[src/rtl/jb_srx_pkg.sv]
// ---------------------------------------------------------------------------
// jb_srx_pkg
// Shared definitions for the SRX observation scheduler:
//   - request-type codes carried in control-request tdata[7:4]
//   - ACK_HOLDOFF: WAIT_ACK cycles during which the grant field is ignored
//   - sched_state_t: scheduler FSM encoding (also exported as a debug port)
//   - make_req(): packs a control request byte {type, 1'b0, antenna}
// ---------------------------------------------------------------------------
package jb_srx_pkg;

  localparam logic [3:0] REQ_DPD   = 4'h0;
  localparam logic [3:0] REQ_HIRES = 4'h1;
  localparam logic [3:0] REQ_VSWR  = 4'h2;
  localparam logic [3:0] REQ_AVAIL = 4'hF;

  // The antenna mux needs a few cycles after a request before its grant
  // field is trustworthy; a stale grant naming the same antenna must not
  // start a dwell early.
  localparam int ACK_HOLDOFF = 4;

  localparam int ANT_W = 3;

  typedef enum logic [2:0] {
    ST_IDLE     = 3'd0,
    ST_SELECT   = 3'd1,
    ST_REQUEST  = 3'd2,
    ST_WAIT_ACK = 3'd3,
    ST_DWELL    = 3'd4,
    ST_RELEASE  = 3'd5
  } sched_state_t;

  function automatic logic [7:0] make_req(input logic [3:0]       rtype,
                                          input logic [ANT_W-1:0] ant);
    return {rtype, 1'b0, ant};
  endfunction

endpackage

[src/rtl/jb_srx_obs_sched_if.sv]
// ---------------------------------------------------------------------------
// jb_srx_obs_sched_if
// Stream bundle for the observation scheduler.
//   m_ctrl_* : 8-bit control request to the antenna mux, {type, 0, ant}
//   s_srx_*  : SRX sample stream, tdata = {Q[31:16], I[15:0]},
//              tuser[2:0] = antenna currently granted by the mux
//   obs_*    : captured dwell samples, obs_tlast on the final dwell beat
// Modports: master = scheduler side, slave = environment side.
//
// Handshake: a transfer happens on a rising edge where tvalid and tready
// are both 1. Once tvalid is raised, tvalid and tdata stay constant until
// that transfer. tready may be driven independently of tvalid.
// The SRX stream is never stalled (s_srx_tready is always 1) and the obs
// stream has no ready, so the consumer must accept every beat.
// ---------------------------------------------------------------------------
interface jb_srx_obs_sched_if;

  logic        m_ctrl_tvalid;
  logic        m_ctrl_tready;
  logic [7:0]  m_ctrl_tdata;

  logic [31:0] s_srx_tdata;
  logic        s_srx_tvalid;
  logic [7:0]  s_srx_tuser;
  logic        s_srx_tready;

  logic [31:0] obs_tdata;
  logic        obs_tvalid;
  logic        obs_tlast;
  logic [2:0]  obs_ant;

  modport master (
    output m_ctrl_tvalid, m_ctrl_tdata,
    input  m_ctrl_tready,
    input  s_srx_tdata, s_srx_tvalid, s_srx_tuser,
    output s_srx_tready,
    output obs_tdata, obs_tvalid, obs_tlast, obs_ant
  );

  modport slave (
    input  m_ctrl_tvalid, m_ctrl_tdata,
    output m_ctrl_tready,
    output s_srx_tdata, s_srx_tvalid, s_srx_tuser,
    input  s_srx_tready,
    input  obs_tdata, obs_tvalid, obs_tlast, obs_ant
  );

endinterface

[src/rtl/jb_rr_mask_sel.sv]
// ---------------------------------------------------------------------------
// jb_rr_mask_sel
// Combinational round-robin pick from an antenna mask.
//   mask       : candidate antennas
//   cur        : antenna served last
//   from_start : 1 = search begins at antenna 0 inclusive (start of a pass)
//                0 = search begins strictly above cur
//   sel        : chosen antenna (lowest set bit when the search wrapped)
//   wrapped    : no candidate at/above the start point, the pick wrapped
//   any_set    : mask is non-zero
// ---------------------------------------------------------------------------
module jb_rr_mask_sel #(
  parameter int N = 4
) (
  input  logic [N-1:0] mask,
  input  logic [2:0]   cur,
  input  logic         from_start,
  output logic [2:0]   sel,
  output logic         wrapped,
  output logic         any_set
);

  logic [2:0] lowest;
  logic [2:0] above;
  logic       above_hit;

  always_comb begin
    lowest    = '0;
    above     = '0;
    above_hit = 1'b0;
    // Walk downward so the final assignment is the lowest qualifying index.
    for (int i = N - 1; i >= 0; i--) begin
      if (mask[i]) begin
        lowest = 3'(i);
        if (from_start || (3'(i) > cur)) begin
          above     = 3'(i);
          above_hit = 1'b1;
        end
      end
    end
  end

  assign any_set = |mask;
  assign sel     = above_hit ? above : lowest;
  assign wrapped = any_set && !above_hit;

endmodule

[src/rtl/jb_srx_obs_sched.sv]
// ---------------------------------------------------------------------------
// jb_srx_obs_sched
// Schedules SRX observation captures across a set of antennas. For each
// antenna in ant_mask it requests the antenna mux, waits for the grant on
// the SRX stream, forwards dwell_len samples to the obs stream and moves on.
// After the last antenna of a pass it releases the mux (AVAIL request) and
// pulses scan_done.
//
// Ports:
//   axis_aclk, axis_areset : clock, synchronous active-high reset
//   enable                 : run scan passes
//   ant_mask               : antennas included in the scan
//   req_type               : request type for capture requests
//   dwell_len              : samples per antenna (0 behaves as 1)
//   ack_timeout            : cycles allowed in WAIT_ACK before skipping
//   bus                    : control / SRX / obs streams (master modport)
//   busy                   : FSM not in IDLE
//   scan_done              : one-cycle pulse after the release is accepted
//   timeout_err            : sticky; cleared by reset or rising enable
//   state_dbg              : current FSM state
// ---------------------------------------------------------------------------
module jb_srx_obs_sched
  import jb_srx_pkg::*;
#(
  parameter int N_ANTENNAS = 4,
  parameter int CNT_W      = 16
) (
  input  logic                  axis_aclk,
  input  logic                  axis_areset,
  input  logic                  enable,
  input  logic [N_ANTENNAS-1:0] ant_mask,
  input  logic [3:0]            req_type,
  input  logic [CNT_W-1:0]      dwell_len,
  input  logic [CNT_W-1:0]      ack_timeout,
  jb_srx_obs_sched_if.master    bus,
  output logic                  busy,
  output logic                  scan_done,
  output logic                  timeout_err,
  output sched_state_t          state_dbg
);

  localparam logic [CNT_W-1:0] CNT_ONE   = CNT_W'(1);
  localparam logic [CNT_W:0]   CNT_ONE_X = (CNT_W + 1)'(1);
  localparam logic [CNT_W-1:0] HOLDOFF_C = CNT_W'(ACK_HOLDOFF);

  sched_state_t state, state_n;

  logic [2:0]       cur_ant;
  logic             from_start;
  logic [3:0]       req_q;
  logic [CNT_W-1:0] dwell_q;
  logic [CNT_W-1:0] tmo_q;
  logic [CNT_W-1:0] wait_cnt;
  logic [CNT_W-1:0] beat_cnt;
  logic             en_d;

  logic [31:0]      obs_tdata_q;
  logic             obs_tvalid_q;
  logic             obs_tlast_q;
  logic [2:0]       obs_ant_q;
  logic             scan_done_q;
  logic             timeout_err_q;

  logic             ctrl_valid;
  logic [7:0]       ctrl_data;

  logic [2:0]       rr_sel;
  logic             rr_wrapped;
  logic             rr_any;

  logic             ack_match;
  logic             ack_tmo;
  logic             last_beat;
  logic             ctrl_fire;
  logic             sel_go;
  logic             unused_tuser;

  jb_rr_mask_sel #(
    .N (N_ANTENNAS)
  ) u_rr_sel (
    .mask       (ant_mask),
    .cur        (cur_ant),
    .from_start (from_start),
    .sel        (rr_sel),
    .wrapped    (rr_wrapped),
    .any_set    (rr_any)
  );

  // Grant is only trusted once the holdoff has elapsed.
  assign ack_match = (wait_cnt >= HOLDOFF_C) &&
                     (bus.s_srx_tuser[2:0] == cur_ant);
  // wait_cnt is the index of the current WAIT_ACK cycle, so wait_cnt+1
  // cycles have been spent once this one ends; WAIT_ACK therefore lasts
  // exactly ack_timeout cycles (at least one) before giving up.
  assign ack_tmo   = ({1'b0, wait_cnt} + CNT_ONE_X) >= {1'b0, tmo_q};
  assign last_beat = (beat_cnt == (dwell_q - CNT_ONE));
  assign ctrl_fire = ctrl_valid && bus.m_ctrl_tready;
  // A new antenna is only started while enabled; otherwise the pass ends.
  assign sel_go    = enable && rr_any && !rr_wrapped;

  assign unused_tuser = ^bus.s_srx_tuser[7:3];

  // ---------------------------------------------------------------- FSM
  always_ff @(posedge axis_aclk) begin
    if (axis_areset) begin
      state <= ST_IDLE;
    end else begin
      state <= state_n;
    end
  end

  always_comb begin
    state_n    = state;
    ctrl_valid = 1'b0;
    ctrl_data  = '0;
    unique case (state)
      ST_IDLE: begin
        if (enable && rr_any) state_n = ST_SELECT;
      end
      ST_SELECT: begin
        state_n = sel_go ? ST_REQUEST : ST_RELEASE;
      end
      ST_REQUEST: begin
        ctrl_valid = 1'b1;
        ctrl_data  = make_req(req_q, cur_ant);
        if (bus.m_ctrl_tready) state_n = ST_WAIT_ACK;
      end
      ST_WAIT_ACK: begin
        // Match wins over a simultaneous timeout.
        if (ack_match)    state_n = ST_DWELL;
        else if (ack_tmo) state_n = ST_SELECT;
      end
      ST_DWELL: begin
        if (bus.s_srx_tvalid && last_beat) begin
          state_n = enable ? ST_SELECT : ST_RELEASE;
        end
      end
      ST_RELEASE: begin
        ctrl_valid = 1'b1;
        ctrl_data  = make_req(REQ_AVAIL, cur_ant);
        if (bus.m_ctrl_tready) begin
          state_n = (enable && rr_any) ? ST_SELECT : ST_IDLE;
        end
      end
      default: state_n = ST_IDLE;
    endcase
  end

  // ----------------------------------------------------------- datapath
  always_ff @(posedge axis_aclk) begin
    if (axis_areset) begin
      cur_ant       <= '0;
      from_start    <= 1'b1;
      req_q         <= '0;
      dwell_q       <= '0;
      tmo_q         <= '0;
      wait_cnt      <= '0;
      beat_cnt      <= '0;
      en_d          <= 1'b0;
      obs_tdata_q   <= '0;
      obs_tvalid_q  <= 1'b0;
      obs_tlast_q   <= 1'b0;
      obs_ant_q     <= '0;
      scan_done_q   <= 1'b0;
      timeout_err_q <= 1'b0;
    end else begin
      en_d         <= enable;
      obs_tvalid_q <= 1'b0;
      obs_tlast_q  <= 1'b0;
      scan_done_q  <= 1'b0;

      if (enable && !en_d) timeout_err_q <= 1'b0;

      unique case (state)
        ST_IDLE: begin
          from_start <= 1'b1;
        end
        ST_SELECT: begin
          // Per-antenna settings are frozen here for the whole visit.
          req_q   <= req_type;
          dwell_q <= (dwell_len == '0) ? CNT_ONE : dwell_len;
          tmo_q   <= ack_timeout;
          if (sel_go) begin
            cur_ant    <= rr_sel;
            from_start <= 1'b0;
          end
        end
        ST_REQUEST: begin
          wait_cnt <= '0;
        end
        ST_WAIT_ACK: begin
          wait_cnt <= wait_cnt + CNT_ONE;
          beat_cnt <= '0;
          if (!ack_match && ack_tmo) timeout_err_q <= 1'b1;
        end
        ST_DWELL: begin
          if (bus.s_srx_tvalid) begin
            obs_tdata_q  <= bus.s_srx_tdata;
            obs_tvalid_q <= 1'b1;
            obs_tlast_q  <= last_beat;
            obs_ant_q    <= cur_ant;
            beat_cnt     <= beat_cnt + CNT_ONE;
          end
        end
        ST_RELEASE: begin
          if (ctrl_fire) begin
            scan_done_q <= 1'b1;
            from_start  <= 1'b1;
          end
        end
        default: ;
      endcase
    end
  end

  // ------------------------------------------------------------ outputs
  assign bus.m_ctrl_tvalid = ctrl_valid;
  assign bus.m_ctrl_tdata  = ctrl_data;
  assign bus.s_srx_tready  = 1'b1;
  assign bus.obs_tdata     = obs_tdata_q;
  assign bus.obs_tvalid    = obs_tvalid_q;
  assign bus.obs_tlast     = obs_tlast_q;
  assign bus.obs_ant       = obs_ant_q;

  assign busy        = (state != ST_IDLE);
  assign scan_done   = scan_done_q;
  assign timeout_err = timeout_err_q;
  assign state_dbg   = state;

endmodule
[src/flat_wrapper.sv]
// flat-port wrapper written by rule: the top's interface ports become plain ports
module jb_srx_obs_sched_flat import jb_srx_pkg::*;
#(
  parameter int N_ANTENNAS = 4,
  parameter int CNT_W      = 16
)
  (axis_aclk, axis_areset, enable, ant_mask, req_type, dwell_len, ack_timeout, busy, scan_done, timeout_err, state_dbg, bus_m_ctrl_tvalid, bus_m_ctrl_tdata, bus_m_ctrl_tready, bus_s_srx_tdata, bus_s_srx_tvalid, bus_s_srx_tuser, bus_s_srx_tready, bus_obs_tdata, bus_obs_tvalid, bus_obs_tlast, bus_obs_ant);
  jb_srx_obs_sched_if bus_i ();
  input  logic axis_aclk;
  input  logic axis_areset;
  input  logic enable;
  input  logic [N_ANTENNAS-1:0] ant_mask;
  input  logic [3:0] req_type;
  input  logic [CNT_W-1:0] dwell_len;
  input  logic [CNT_W-1:0] ack_timeout;
  output logic busy;
  output logic scan_done;
  output logic timeout_err;
  output sched_state_t state_dbg;
  output wire logic [$bits(bus_i.m_ctrl_tvalid)-1:0] bus_m_ctrl_tvalid;
  output wire logic [$bits(bus_i.m_ctrl_tdata)-1:0] bus_m_ctrl_tdata;
  input wire logic [$bits(bus_i.m_ctrl_tready)-1:0] bus_m_ctrl_tready;
  input wire logic [$bits(bus_i.s_srx_tdata)-1:0] bus_s_srx_tdata;
  input wire logic [$bits(bus_i.s_srx_tvalid)-1:0] bus_s_srx_tvalid;
  input wire logic [$bits(bus_i.s_srx_tuser)-1:0] bus_s_srx_tuser;
  output wire logic [$bits(bus_i.s_srx_tready)-1:0] bus_s_srx_tready;
  output wire logic [$bits(bus_i.obs_tdata)-1:0] bus_obs_tdata;
  output wire logic [$bits(bus_i.obs_tvalid)-1:0] bus_obs_tvalid;
  output wire logic [$bits(bus_i.obs_tlast)-1:0] bus_obs_tlast;
  output wire logic [$bits(bus_i.obs_ant)-1:0] bus_obs_ant;
  assign bus_m_ctrl_tvalid = bus_i.m_ctrl_tvalid;
  assign bus_m_ctrl_tdata = bus_i.m_ctrl_tdata;
  assign bus_i.m_ctrl_tready = bus_m_ctrl_tready;
  assign bus_i.s_srx_tdata = bus_s_srx_tdata;
  assign bus_i.s_srx_tvalid = bus_s_srx_tvalid;
  assign bus_i.s_srx_tuser = bus_s_srx_tuser;
  assign bus_s_srx_tready = bus_i.s_srx_tready;
  assign bus_obs_tdata = bus_i.obs_tdata;
  assign bus_obs_tvalid = bus_i.obs_tvalid;
  assign bus_obs_tlast = bus_i.obs_tlast;
  assign bus_obs_ant = bus_i.obs_ant;
  jb_srx_obs_sched #(.N_ANTENNAS(N_ANTENNAS), .CNT_W(CNT_W)) u_core (.axis_aclk(axis_aclk), .axis_areset(axis_areset), .enable(enable), .ant_mask(ant_mask), .req_type(req_type), .dwell_len(dwell_len), .ack_timeout(ack_timeout), .bus(bus_i), .busy(busy), .scan_done(scan_done), .timeout_err(timeout_err), .state_dbg(state_dbg));
endmodule
[config.mk]
export PLATFORM = sky130hd
export DESIGN_NAME = jb_srx_obs_sched_flat
export DESIGN_NICKNAME = d
export VERILOG_FILES = /design/src/rtl/jb_srx_pkg.sv /design/src/rtl/jb_srx_obs_sched_if.sv /design/src/rtl/jb_rr_mask_sel.sv /design/src/rtl/jb_srx_obs_sched.sv /design/src/flat_wrapper.sv
export SDC_FILE = /design/constraint.sdc
export NUM_CORES = 1
export LEC_CHECK = 0
export BUFFER_PORTS_ARGS = -buffer_cell sky130_fd_sc_hd__buf_2
export CORE_UTILIZATION = 45
export CTS_BUF_LIST = sky130_fd_sc_hd__clkbuf_8 sky130_fd_sc_hd__clkbuf_16
export DETAILED_ROUTE_END_ITERATION = 10
export PLACE_DENSITY = 0.69
export SLEW_MARGIN = 30
export SYNTH_ARGS = -nofsm -noshare
export SYNTH_HDL_FRONTEND = slang
export SYNTH_SLANG_ARGS = --single-unit
[constraint.sdc]
create_clock -name axis_aclk -period 8.8 [get_ports axis_aclk]
set_input_delay 0.44 -clock axis_aclk [delete_from_list [all_inputs] [get_ports axis_aclk]]
set_output_delay 0.44 -clock axis_aclk [all_outputs]
set_load 0.005 [all_outputs]
-- Yosys cells after proc, flatten, opt, wreduce, memory -nomap -nowiden
Index checks and enable logic that the tools add are counted.
- bitwise operators: 3
- $add $sub $neg: 4
- mux-type cells: 45
- reductions and logical operators: 32
- order comparisons: 6
- equality and inequality tests: 15
- operator list (operator ; count):
    16-bit one-hot mux with 2 select lines ; 2
    3-bit two-way mux ; 18
    16-bit by 1-bit adder with 16-bit output (second input constant) ; 2
    16-bit two-way mux ; 2
    3-bit one-hot mux with 6 select lines ; 1
    16-bit by 1-bit adder with 17-bit output (second input constant) ; 1
    17-bit by 16-bit greater-or-equal comparator with 1-bit output ; 1
    1-bit two-way mux ; 17
    16-bit equality test ; 1
    16-bit by 3-bit greater-or-equal comparator with 1-bit output (second input constant) ; 1
    16-bit zero test ; 1
    8-bit one-hot mux with 2 select lines ; 1
    16-bit by 1-bit subtractor with 16-bit output (second input constant) ; 1
    1-bit logical AND ; 8
    2-bit by 1-bit inequality test with 1-bit output (second input constant) ; 4
    3-bit by 2-bit equality test with 1-bit output (second input constant) ; 2
    3-bit equality test (second input constant) ; 2
    1-bit by 3-bit > comparator with 1-bit output (first input constant) ; 2
    2-bit by 3-bit > comparator with 1-bit output (first input constant) ; 2
    2-bit two-way mux ; 3
    2-bit inequality test (second input constant) ; 3
    2-bit AND reduction ; 3
    3-bit nonzero test ; 2
    2-bit OR reduction ; 3
    other kinds (13) ; 22
- flip-flop bits (word level): 115
- output and inout port bits: 53
- logic and storage cells: 120
- input bits: 85

-- Logic depth before layout (Yosys ltp)
Gate-level depths: netlist (run 1).
- word-level depth: 16
- depth in mapped cells: 16
- mapped depth without buffers: 14

-- Hierarchy
Synthesis (run 1) repeated with hierarchy kept, for this count alone.
- cell total of the unflattened synthesis: 782
- area, all modules: 6033.3 um^2
- by module, submodules not included (module ; seq. area each (um^2) ; times used ; area an instance (um^2) ; cells an instance):
    jb_srx_obs_sched ; 2302.2 ; 1 ; 5883.1 ; 757
    jb_rr_mask_sel ; 0.0 ; 1 ; 150.1 ; 25

-- Least setup slack after synthesis (run 1)
OpenSTA, ideal clock, no wires.
- path type: register to register
- start point: reg u_core.wait_cnt[4]
- end point: reg u_core.state[2] (netlist: u_core.state_dbg[2])
- clock period less this slack: 3.100 ns
- path buffers: 2
- arrival time: 2.970 ns
- setup time: 0.130 ns
- stages on the path, launching flop included: 17
- data required time: 8.670 ns
- path slack: 5.700 ns
- cell sequence: dfxtp_1 > clkbuf_2 > nand3_1 > nor3_4 > nand3_2 > or2_1 > buf_6 > o21a_1 > or2_2 > ha_1 > nand4_1 > nor2_1 > a31oi_1 > o311ai_1 > o21ai_1 > mux2i_1 > o31ai_1
- word-level cells in the longest chain between the ends: 4
- elaborated cells on any way between the ends: 8
- classes of those cells: add/sub: 1; order compare: 2; eq/ne: 1; mux: 2; reduce/logical: 2
- ends and longest elaborated chain (element ; RTL line ; source):
    from (decl) ; jb_srx_obs_sched.sv:53 ; logic [CNT_W-1:0] wait_cnt;
    from (signal assigned) ; jb_srx_obs_sched.sv:192 ; wait_cnt <= wait_cnt + CNT_ONE;
    16-bit by 1-bit adder with 17-bit output or 16-bit by 3-bit greater-or-equal comparator with 1-bit output (tied branches) ; jb_srx_obs_sched.sv:95, jb_srx_obs_sched.sv:90 ;
    17-bit by 16-bit greater-or-equal comparator with 1-bit output or 1-bit logical AND (tied branches) ; jb_srx_obs_sched.sv:95, jb_srx_obs_sched.sv:90 ;
    3-bit by 1-bit inequality test with 1-bit output (no line) or 3-bit two-way mux (tied branches) ; -- ;
    5-bit AND reduction (no line) or 3-bit one-hot mux with 6 select lines (tied branches) ; -- ;
    to (signal assigned) ; jb_srx_obs_sched.sv:108 ; state <= state_n;
    to (decl) ; jb_srx_obs_sched.sv:46 ; sched_state_t state, state_n;
Parallel ways exist; a longest one is shown, timed or not.
A chain may end at the register's enable or synchronous reset.

-- Worst setup path after layout (run 1)
- start point: reg u_core.wait_cnt[0]
- end point: reg u_core.state[2] (netlist: u_core.state_dbg[2])
Same word-level chain as after synthesis.

==> results of run 1 <==
## power by group
group	internal [W]	switching (W)	leakage (nW)
logic	0.000288	0.000405	1.85
registers	0.000589	0.0000983	0.917
clock network	0.000465	0.000254	0.305
## metal layers
metal  share of wire  vias to the layer above
li1                -                     2827
met3           0.043                       10
met2            0.49                       95
met5               0                        -
met4          0.0093                        0
met1            0.46                     2419
## worst register-to-register path, delay by kind of cell (launching register included)
family / cells / cell delay (ps)
compound gates: 5 / 1100
simple gates: 6 / 1300
buf+inv: 1 / 130
flops: 1 / 440
mux: 1 / 230
fa+ha+maj: 1 / 310
## cells by family (layout without fill, tap and decap cells)
| logic type | count (synthesis) | in the layout | synth area share |
|---|---|---|---|
| and+or+nand+nor | 350 | 350 | 0.2833 |
| AOI/OAI and AO/OA | 151 | 151 | 0.1494 |
| DFF | 113 | 113 | 0.3806 |
| buffers and inverters | 73 | 189 | 0.05451 |
| xor gates and xnor gates | 49 | 49 | 0.07220 |
| adders and majority gates | 20 | 20 | 0.04210 |
| muxes | 9 | 9 | 0.01663 |
| other | 2 | 4 | 0.001263 |
## worst max path at each step
stage / from / end / slack, ps / cells after the start
5_1_grt: u_core.wait_cnt[0] / u_core.state_dbg[2] / 4960 / 14
3_3_place_gp: u_core.wait_cnt[0] / u_core.state_dbg[2] / 5230 / 12
4_1_cts: u_core.wait_cnt[0] / u_core.state_dbg[2] / 5180 / 14
6_report: u_core.wait_cnt[0] / u_core.state_dbg[2] / 5150 / 14
3_5_place_dp: u_core.wait_cnt[0] / u_core.state_dbg[2] / 5200 / 14
2_1_floorplan: u_core.wait_cnt[4] / u_core.state_dbg[2] / 5700 / 16
## sequential cells by signal, summed over array words and instances, names as in the netlist, 3 cells and up
register and cells:
u_core.req_q 4, u_core.wait_cnt 16, u_core.state_dbg 3, u_core.tmo_q 16
u_core.beat_cnt 16, u_core.dwell_q 16, u_core.bus.obs_tdata 32
## final cells by class
class	instances	area (µm²)	share of cell area
repair buffers	134	688.2	0.09486
clock inverters	13	172.7	0.02380
multi-input cells	583	3377	0.4655
flip-flops and latches	113	2262	0.3118
well taps	172	215.2	0.02967
inverters	23	86.33	0.01190
clock buffers	19	452.9	0.06244
## cell usage after synthesis (all sizes together), types with 13 or more instances
cell / n
clkbuf: 39
nor2: 60
ha: 20
inv: 23
nor3: 20
a21oi: 93
nand3: 20
xnor2: 23
xor2: 26
o21ai: 17
dfxtp: 113
nand2: 177
nor4: 13
## per-stage QoR
step / setup slack, ps / hold WS, ps / power, W / util / instances
final: 5150 / 261.9 / 0.002099 / 0.5679 / 1057
after global routing: 4956 / 246.6 / 0.002242 / 0.5679 / 1057
after CTS: 5177 / 243.2 / 0.002118 / 0.5679 / 1057
after detailed placement: 5203 / 443.4 / 0.001389 / 0.5190 / 1025
after global placement: 5228 / 439.6 / 0.001384 / 0.5190 / 1025
after floorplan: 5700 / 436.3 / 0.001210 / - / 769
==> flow_summary.ini, run 1 <==
[placement]
io_buffers = 128
dpl.hpwl_um = 9766
routabilityCongestion = 0.8495
place_area_mm2 = 0.006629

[synthesis]
avgSynthCellArea_um2 = 7.750
syn_inst = 767
ys_types = 72
ys_top_cells_by_area = dfxtp_1 (38%), nand2_1 (11%), a21oi_1 (7.8%)
synth-seq-cells = 113
synth-main-ff-cell = dfxtp_1
synthArstFlopShare = 0
yosysSeqAreaShare = 0.3806
synth_top_area_share = 0.3806
yosys_warnings = 0
synth_top_area_cell = dfxtp_1
synth-edff-count = 0
syn_area_mm2 = 0.005944

[sta]
finalSetupTns_ps = 0
fmax_mhz = 274.0
finalSetupViolCount = 0
tightestPinTransition_ps = 781.5
max-slew-margin-rel = 0.4783
fin_crit_sh = 0.4147
layout_min_cycle_time_ps = 3650
drv_slew = 0
hold_viol = 0
fin_skew_ps = 8.445
grt_setup_unrepaired = no

[die]
fp-row-count = 41
fp.dieW_um = 116.9
start_util = 0.4654
die_y_um = 116.9
core-area_mm2 = 0.01277
dieArea_mm2 = 0.01367
io_pins = 138

[grt]
grt_pass1_vias = 4755
antenna_found_initial = 0
grt_use_total = 0.2120
gr-usage-met2 = 0.3558
grt_pass1_wl_um = 22400
use_met3 = 0.05819
top_usage_layer = met2
grt_overflow = 0
grt_max_degree = 66
met1_usage = 0.2627

[routing]
drc = 0
routed_wl_um = 14140
wl_per_cell_um = 13.38
antenna_left = 0
dr_total_vias = 5351
drtIter0Drc = 335
dr.pass1.iters = 4
via_per_inst = 5.062

[clock_tree]
hold_buffers = 0
clk_pin_slew_ps = 60
cts_tree = built
cts_post_setup_buffers_inserted = 0
htreeDepth = 4
cts_buffers = 17
clock_sinks = 113
clk_latency_ps = 410
cts.path.max_buffers = 2
cts.repair.resized = 0
root_buffer = clkbuf_16

[critical_path]
cp_slowest_cell = dfxtp_1
r2r_end = u_core.state_dbg[2]
r2r-start = u_core.wait_cnt[0]
crit_family = simple AND/OR/NAND/NOR gates
path_cells = inv_1 > nor3_4 > nand3_2 > or2_1 > o21a_1 > or2_2 > ha_1 > nand4_1 > nor2_1 > a31oi_1 > o311ai_1 > o21ai_1 > mux2i_1 > o31ai_1
crit_buf_inv = 1
rrSetupSlack_ps = 5150
slowest_delay_ps = 440
cp_data_arrival_time_ps = 3920
crit_fanout = 7
critical_path.startpoint_type = register
crit_type = register to register
ff2ff_path_depth = 14
timing.critical_path.required_ps = 9070
end_kind = register

[layout]
nFillCells = 1231
final_cell_mix = nand2_1 (177), buf_2 (127), dfxtp_1 (113), a21oi_1 (93), nor2_1 (60)
layout_commonest_cell = nand2_1
drive_gt1_frac = 0.2181
fin_area_mm2 = 0.007254
syn_to_final_growth_pct = 22.04
diodes = 0
fin_nets = 977

[power_and_ir_drop]
power_leakage_nw = 3.071
ir_drop_mv = 0.1502
p_per_area_mw_per_mm2 = 289.4

[hold_path]
hold_end = u_core.tmo_q[8]
hold_start = ack_timeout[8]
hold_class = input port to register
whs_path_depth = 3

[outcome]
status = complete, no violations

[job]
drv_cap = 0
(Power assumes the default switching activity.)
==> run 2: changes to the inputs <==
Settings changed: PLACE_DENSITY 0.69 to 0.71.
Clock period 8.8 ns to 3.05 ns, I/O delays scaled along.
==> flow_summary.ini, run 2 (same netlist as run 1, synthesis figures left out) <==
[die]
io_pins = 138
dieArea_mm2 = 0.01367
fp.dieW_um = 116.9
fp-row-count = 41
die_y_um = 116.9
start_util = 0.4654
core-area_mm2 = 0.01277

[grt]
grt_overflow = 0
grt_pass1_vias = 5614
grt_use_total = 0.2451
grt_max_degree = 59
grt_pass1_wl_um = 25870
antenna_found_initial = 0

[routing]
antenna_left = 0
met3_length_um = 651
dr.pass1.iters = 5
topRoutingLayerUsed = met4
wl_per_cell_um = 14.35
wl_met2_um = 8506
drtIter0Drc = 438
dr_total_vias = 5939
routed_wl_um = 16560
wl_met1_um = 6953
via_per_inst = 5.146
drc = 0

[layout]
drive_gt1_frac = 0.2475
nFillCells = 1088
layout_commonest_cell = nand2_1
syn_to_final_growth_pct = 39.28
largest_register_ffs = 32
final_cell_mix = nand2_1 (177), buf_2 (127), dfxtp_1 (108), a21oi_1 (93), dlygate4sd3_1 (65)
final_cells = 1154
fin_area_mm2 = 0.008279
finish.utilization = 0.6482
diodes = 0
fin_nets = 1074

[power_and_ir_drop]
power.total_w = 0.006265
ir_drop_mv = 0.4535
p_per_area_mw_per_mm2 = 756.7
power_leakage_nw = 3.542

[placement]
dpl.hpwl_um = 10590
io_buffers = 128
place_area_mm2 = 0.006840
dpl.cell_count = 1052
routabilityCongestion = 0.9319

[critical_path]
cp_slowest_cell = dfxtp_4
timing.critical_path.required_ps = 3320
crit_fanout = 4
end_kind = register
path_cells = ha_4 > nand3_4 > nor3b_4 > and4_4 > nand3_4 > xnor2_1 > ha_1 > nand4_1 > nor2_1 > a31oi_2 > o311ai_4 > o21ai_4 > mux2i_1 > o31ai_1
cp_data_arrival_time_ps = 3270
crit_type = register to register
critical_path.startpoint_type = register
crit_top_cell = nand3_4
slowest_delay_ps = 370

[clock_tree]
cts_buffers = 17
clk_latency_ps = 420
htreeDepth = 4
clk_pin_slew_ps = 50
cts_tree = built
cts.path.max_buffers = 2
root_buffer = clkbuf_16
clock_sinks = 113

[sta]
max-slew-margin-rel = 0.4783
fin_crit_sh = 0.9826
finalSetupTns_ps = 0
layout_min_cycle_time_ps = 2997
fmax_mhz = 333.7
drv_slew = 0
hold_viol = 0
finalSetupViolCount = 0
fin_skew_ps = 6.103
grt_setup_unrepaired = yes
tightestPinTransition_ps = 772.5

[hold_path]
hold_class = input port to register

[job]
drv_cap = 0

[outcome]
status = complete, no violations
==> run 2: through the flow <==
step / hold WS, ps / setup WS [ps]
floorplan: 281.6 / 4.843
global placement: 392.6 / -38.48
detailed placement: 399.0 / -98.52
CTS: 3.988 / 13.63
global route: 26.07 / -128.0
finish: 17.25 / 53.16
==> run 2: final timing paths <==
| kind | cells past startpoint | startpoint | slack (ps) | end |
|---|---|---|---|---|
| max reg2reg | 14 | u_core.wait_cnt[0] | 50 | u_core.state_dbg[2] |
| min reg2reg | 2 | u_core.bus.obs_tdata[31] | 450 | u_core.bus.obs_tdata[31] |
| min | 3 | dwell_len[9] | 20 | u_core.dwell_q[9] |
| max | 14 | u_core.wait_cnt[0] | 50 | u_core.state_dbg[2] |
==> run 2: report_power, final <==
part           switching [W]  internal, W  total (W)  leakage (nW)
registers           0.000246      0.00170    0.00195         0.921
logic                0.00134      0.00102    0.00235          2.32
clock network       0.000682      0.00128    0.00197         0.297
total                0.00227      0.00400    0.00626          3.54
==> run 2: critical path, delay by kind of cell, from the launching register on <==
family	cells	cell delay, ps
compound gates	4	710
xor+xnor	1	150
fa+ha+maj	2	520
mux	1	210
flops	1	370
simple gates	6	900
==> run 2: cell type report <==
| type | instances | area [µm²] | share of cell area |
|---|---|---|---|
| multi-input combinational | 583 | 3535 | 0.4269 |
| sequential | 113 | 2273 | 0.2746 |
| timing repair buffer | 231 | 1583 | 0.1912 |
| clock buffer | 18 | 439.2 | 0.05305 |
| tap | 172 | 215.2 | 0.02599 |
| clock inverter | 14 | 147.6 | 0.01783 |
| inverter | 23 | 86.33 | 0.01043 |
==> run 2: timing repair <==
action                                  CTS  global route
gates resized for setup                  10            24
setup buffers                             0             5
pin swaps                                 4            20
hold buffers                             65             0
hold endpoints to repair                 65             0
endpoints found under the setup margin    3             3
==> run 2: layer usage <==
layer	vias up	track usage
met5	-	0
met1	2761	0.2822
met3	42	0.06179
met2	124	0.4280
li1	3012	-
met4	0	0.1122
==> run 3: changes to the inputs <==
Settings changed: SYNTH_HIERARCHICAL set to 1.
==> flow_summary.ini, run 3 <==
[outcome]
status = complete, no violations

[critical_path]
cp_data_arrival_time_ps = 3180
timing.critical_path.required_ps = 3360
end_kind = register
crit_fanout = 4
critical_path.startpoint_type = register
crit_type = register to register

[sta]
fin_skew_ps = 9.276
fin_crit_sh = 0.9420
layout_min_cycle_time_ps = 2873
tightestPinTransition_ps = 668.8
drv_slew = 0
max-slew-margin-rel = 0.5507
finalWorstSetupSlack_ps = 177.0
finalSetupViolCount = 0
hold_viol = 0
fmax_mhz = 348.1

[grt]
grt_max_degree = 56
grt_pass1_wl_um = 26770
antenna_found_initial = 0
grt_overflow = 0
grt_use_total = 0.2399
grt_pass1_vias = 5622

[synthesis]
synth_common_cells = nand2_1 (186), dfxtp_1 (115), a21oi_1 (94)
synth_top_area_share = 0.3816
yosysSeqAreaShare = 0.3816
avgSynthCellArea_um2 = 7.715
synth.net_count = 887
yosysMostFrequentCell = nand2_1
syn_area_mm2 = 0.006033
yosys_warnings = 6
ys_top_cells_by_area = dfxtp_1 (38%), nand2_1 (12%), a21oi_1 (7.8%)
synthArstFlopShare = 0
synth-seq-cells = 115
synth_top_area_cell = dfxtp_1
ys_types = 70
syn_inst = 782
synth-edff-count = 0
synth-main-ff-cell = dfxtp_1

[placement]
io_buffers = 130
dpl.cell_count = 1058
place_area_mm2 = 0.006804
place_ws_ps = 73.63
routabilityCongestion = 0.8453
dpl.hpwl_um = 10670

[clock_tree]
cts_tree = built
cts_post_setup_buffers_inserted = 0
clk_pin_slew_ps = 60
root_buffer = clkbuf_16
cts_buffers = 17
clock_sinks = 115
clk_latency_ps = 410
cts.path.max_buffers = 2
htreeDepth = 4

[layout]
final_cells = 1155
fin_nets = 1075
fin_area_mm2 = 0.008104
drive_gt1_frac = 0.2197
final_cell_mix = nand2_1 (186), buf_2 (129), dfxtp_1 (112), a21oi_1 (94)
largest_register_ffs = 32
finish.utilization = 0.6319
nFillCells = 1158
diodes = 0
layout_commonest_cell = nand2_1
syn_to_final_growth_pct = 34.32

[die]
core-area_mm2 = 0.01282
dieArea_mm2 = 0.01387
start_util = 0.4704
io_pins = 138
die_y_um = 117.8
fp.dieW_um = 117.8
fp-row-count = 41

[job]
drv_cap = 0

[routing]
routed_wl_um = 16240
drc = 0
drtIter0Drc = 406
dr_total_vias = 5930
antenna_left = 0
dr.pass1.iters = 4
wl_per_cell_um = 14.06
via_per_inst = 5.134

[power_and_ir_drop]
power_leakage_nw = 3.416
p_per_area_mw_per_mm2 = 713.6
ir_drop_mv = 0.4048

[hold_path]
hold_class = input port to register
[run 3: metal layers]
metal | track usage | routed length [µm]
met1 | 0.2745 | 6965
met2 | 0.4243 | 8421
met3 | 0.05572 | 450
met4 | 0.1034 | 404
met5 | 0 | 0
[run 3: final cells by class]
cell class	instances	area, µm²	share of cell area
inverter	25	93.84	0.01158
timing repair buffer	217	1469	0.1813
multi-input combinational	594	3410	0.4207
clock inverter	13	157.7	0.01945
sequential	115	2306	0.2845
tap	172	215.2	0.02656
clock buffer	19	452.9	0.05589
[run 3: final timing paths]
| path | startpoint | end | depth (start not counted) | slack, ps |
|---|---|---|---|---|
| worst max-delay path | u_core/wait_cnt[4] | u_core/bus.obs_tlast | 12 | 180 |
| worst min-delay path | dwell_len[2] | u_core/dwell_q[2] | 3 | 20 |
| worst max register to register | u_core/wait_cnt[4] | u_core/bus.obs_tlast | 12 | 180 |
| worst min register to register | u_core/bus.obs_ant[1] | u_core/bus.obs_ant[1] | 2 | 450 |
[run 3: worst max-delay path, cell delays in order, from the launching register on]
cell and delay (ps):
dfxtp_1 330, nand3_1 170, nor3_2 280, buf_4 170, xor2_1 170, ha_1 280, nand4_1 160, a21oi_1 70
o41a_1 450, o31ai_1 240, buf_4 160, nor3_1 50, and3_2 230
[run 3: cells by family after synthesis]
| group | Yosys count | share of synthesized area |
|---|---|---|
| compound gates | 158 | 0.1632 |
| buf+inv | 73 | 0.06035 |
| simple gates | 361 | 0.2740 |
| xor+xnor | 44 | 0.06387 |
| fa+ha+maj | 20 | 0.04148 |
| flops | 115 | 0.3816 |
| other cells | 3 | 0.001866 |
| mux | 8 | 0.01369 |
[run 3: timing repair]
action / CTS / global route
hold buffers: 65 / 0
resized for setup: 1 / 9
setup endpoints to repair: 1 / 4
endpoints found under the hold margin: 65 / 0
pin swaps: 0 / 2
[run 3: power breakdown]
part	leakage [nW]	switching, W	total (W)	internal (W)
combinational	2.20	0.00106	0.00185	0.000792
clock	0.285	0.000712	0.00203	0.00132
sequential	0.934	0.000207	0.00190	0.00169
[run 3: per-stage QoR]
step	setup TNS, ps	power, W	hold WS, ps
floorplan	0	0.003232	281.6
global placement	0	0.003669	393.6
detailed placement	0	0.003695	398.1
CTS	0	0.005812	4.168
global route	-5.790	0.006124	1.986
finish	0	0.005783	15.33
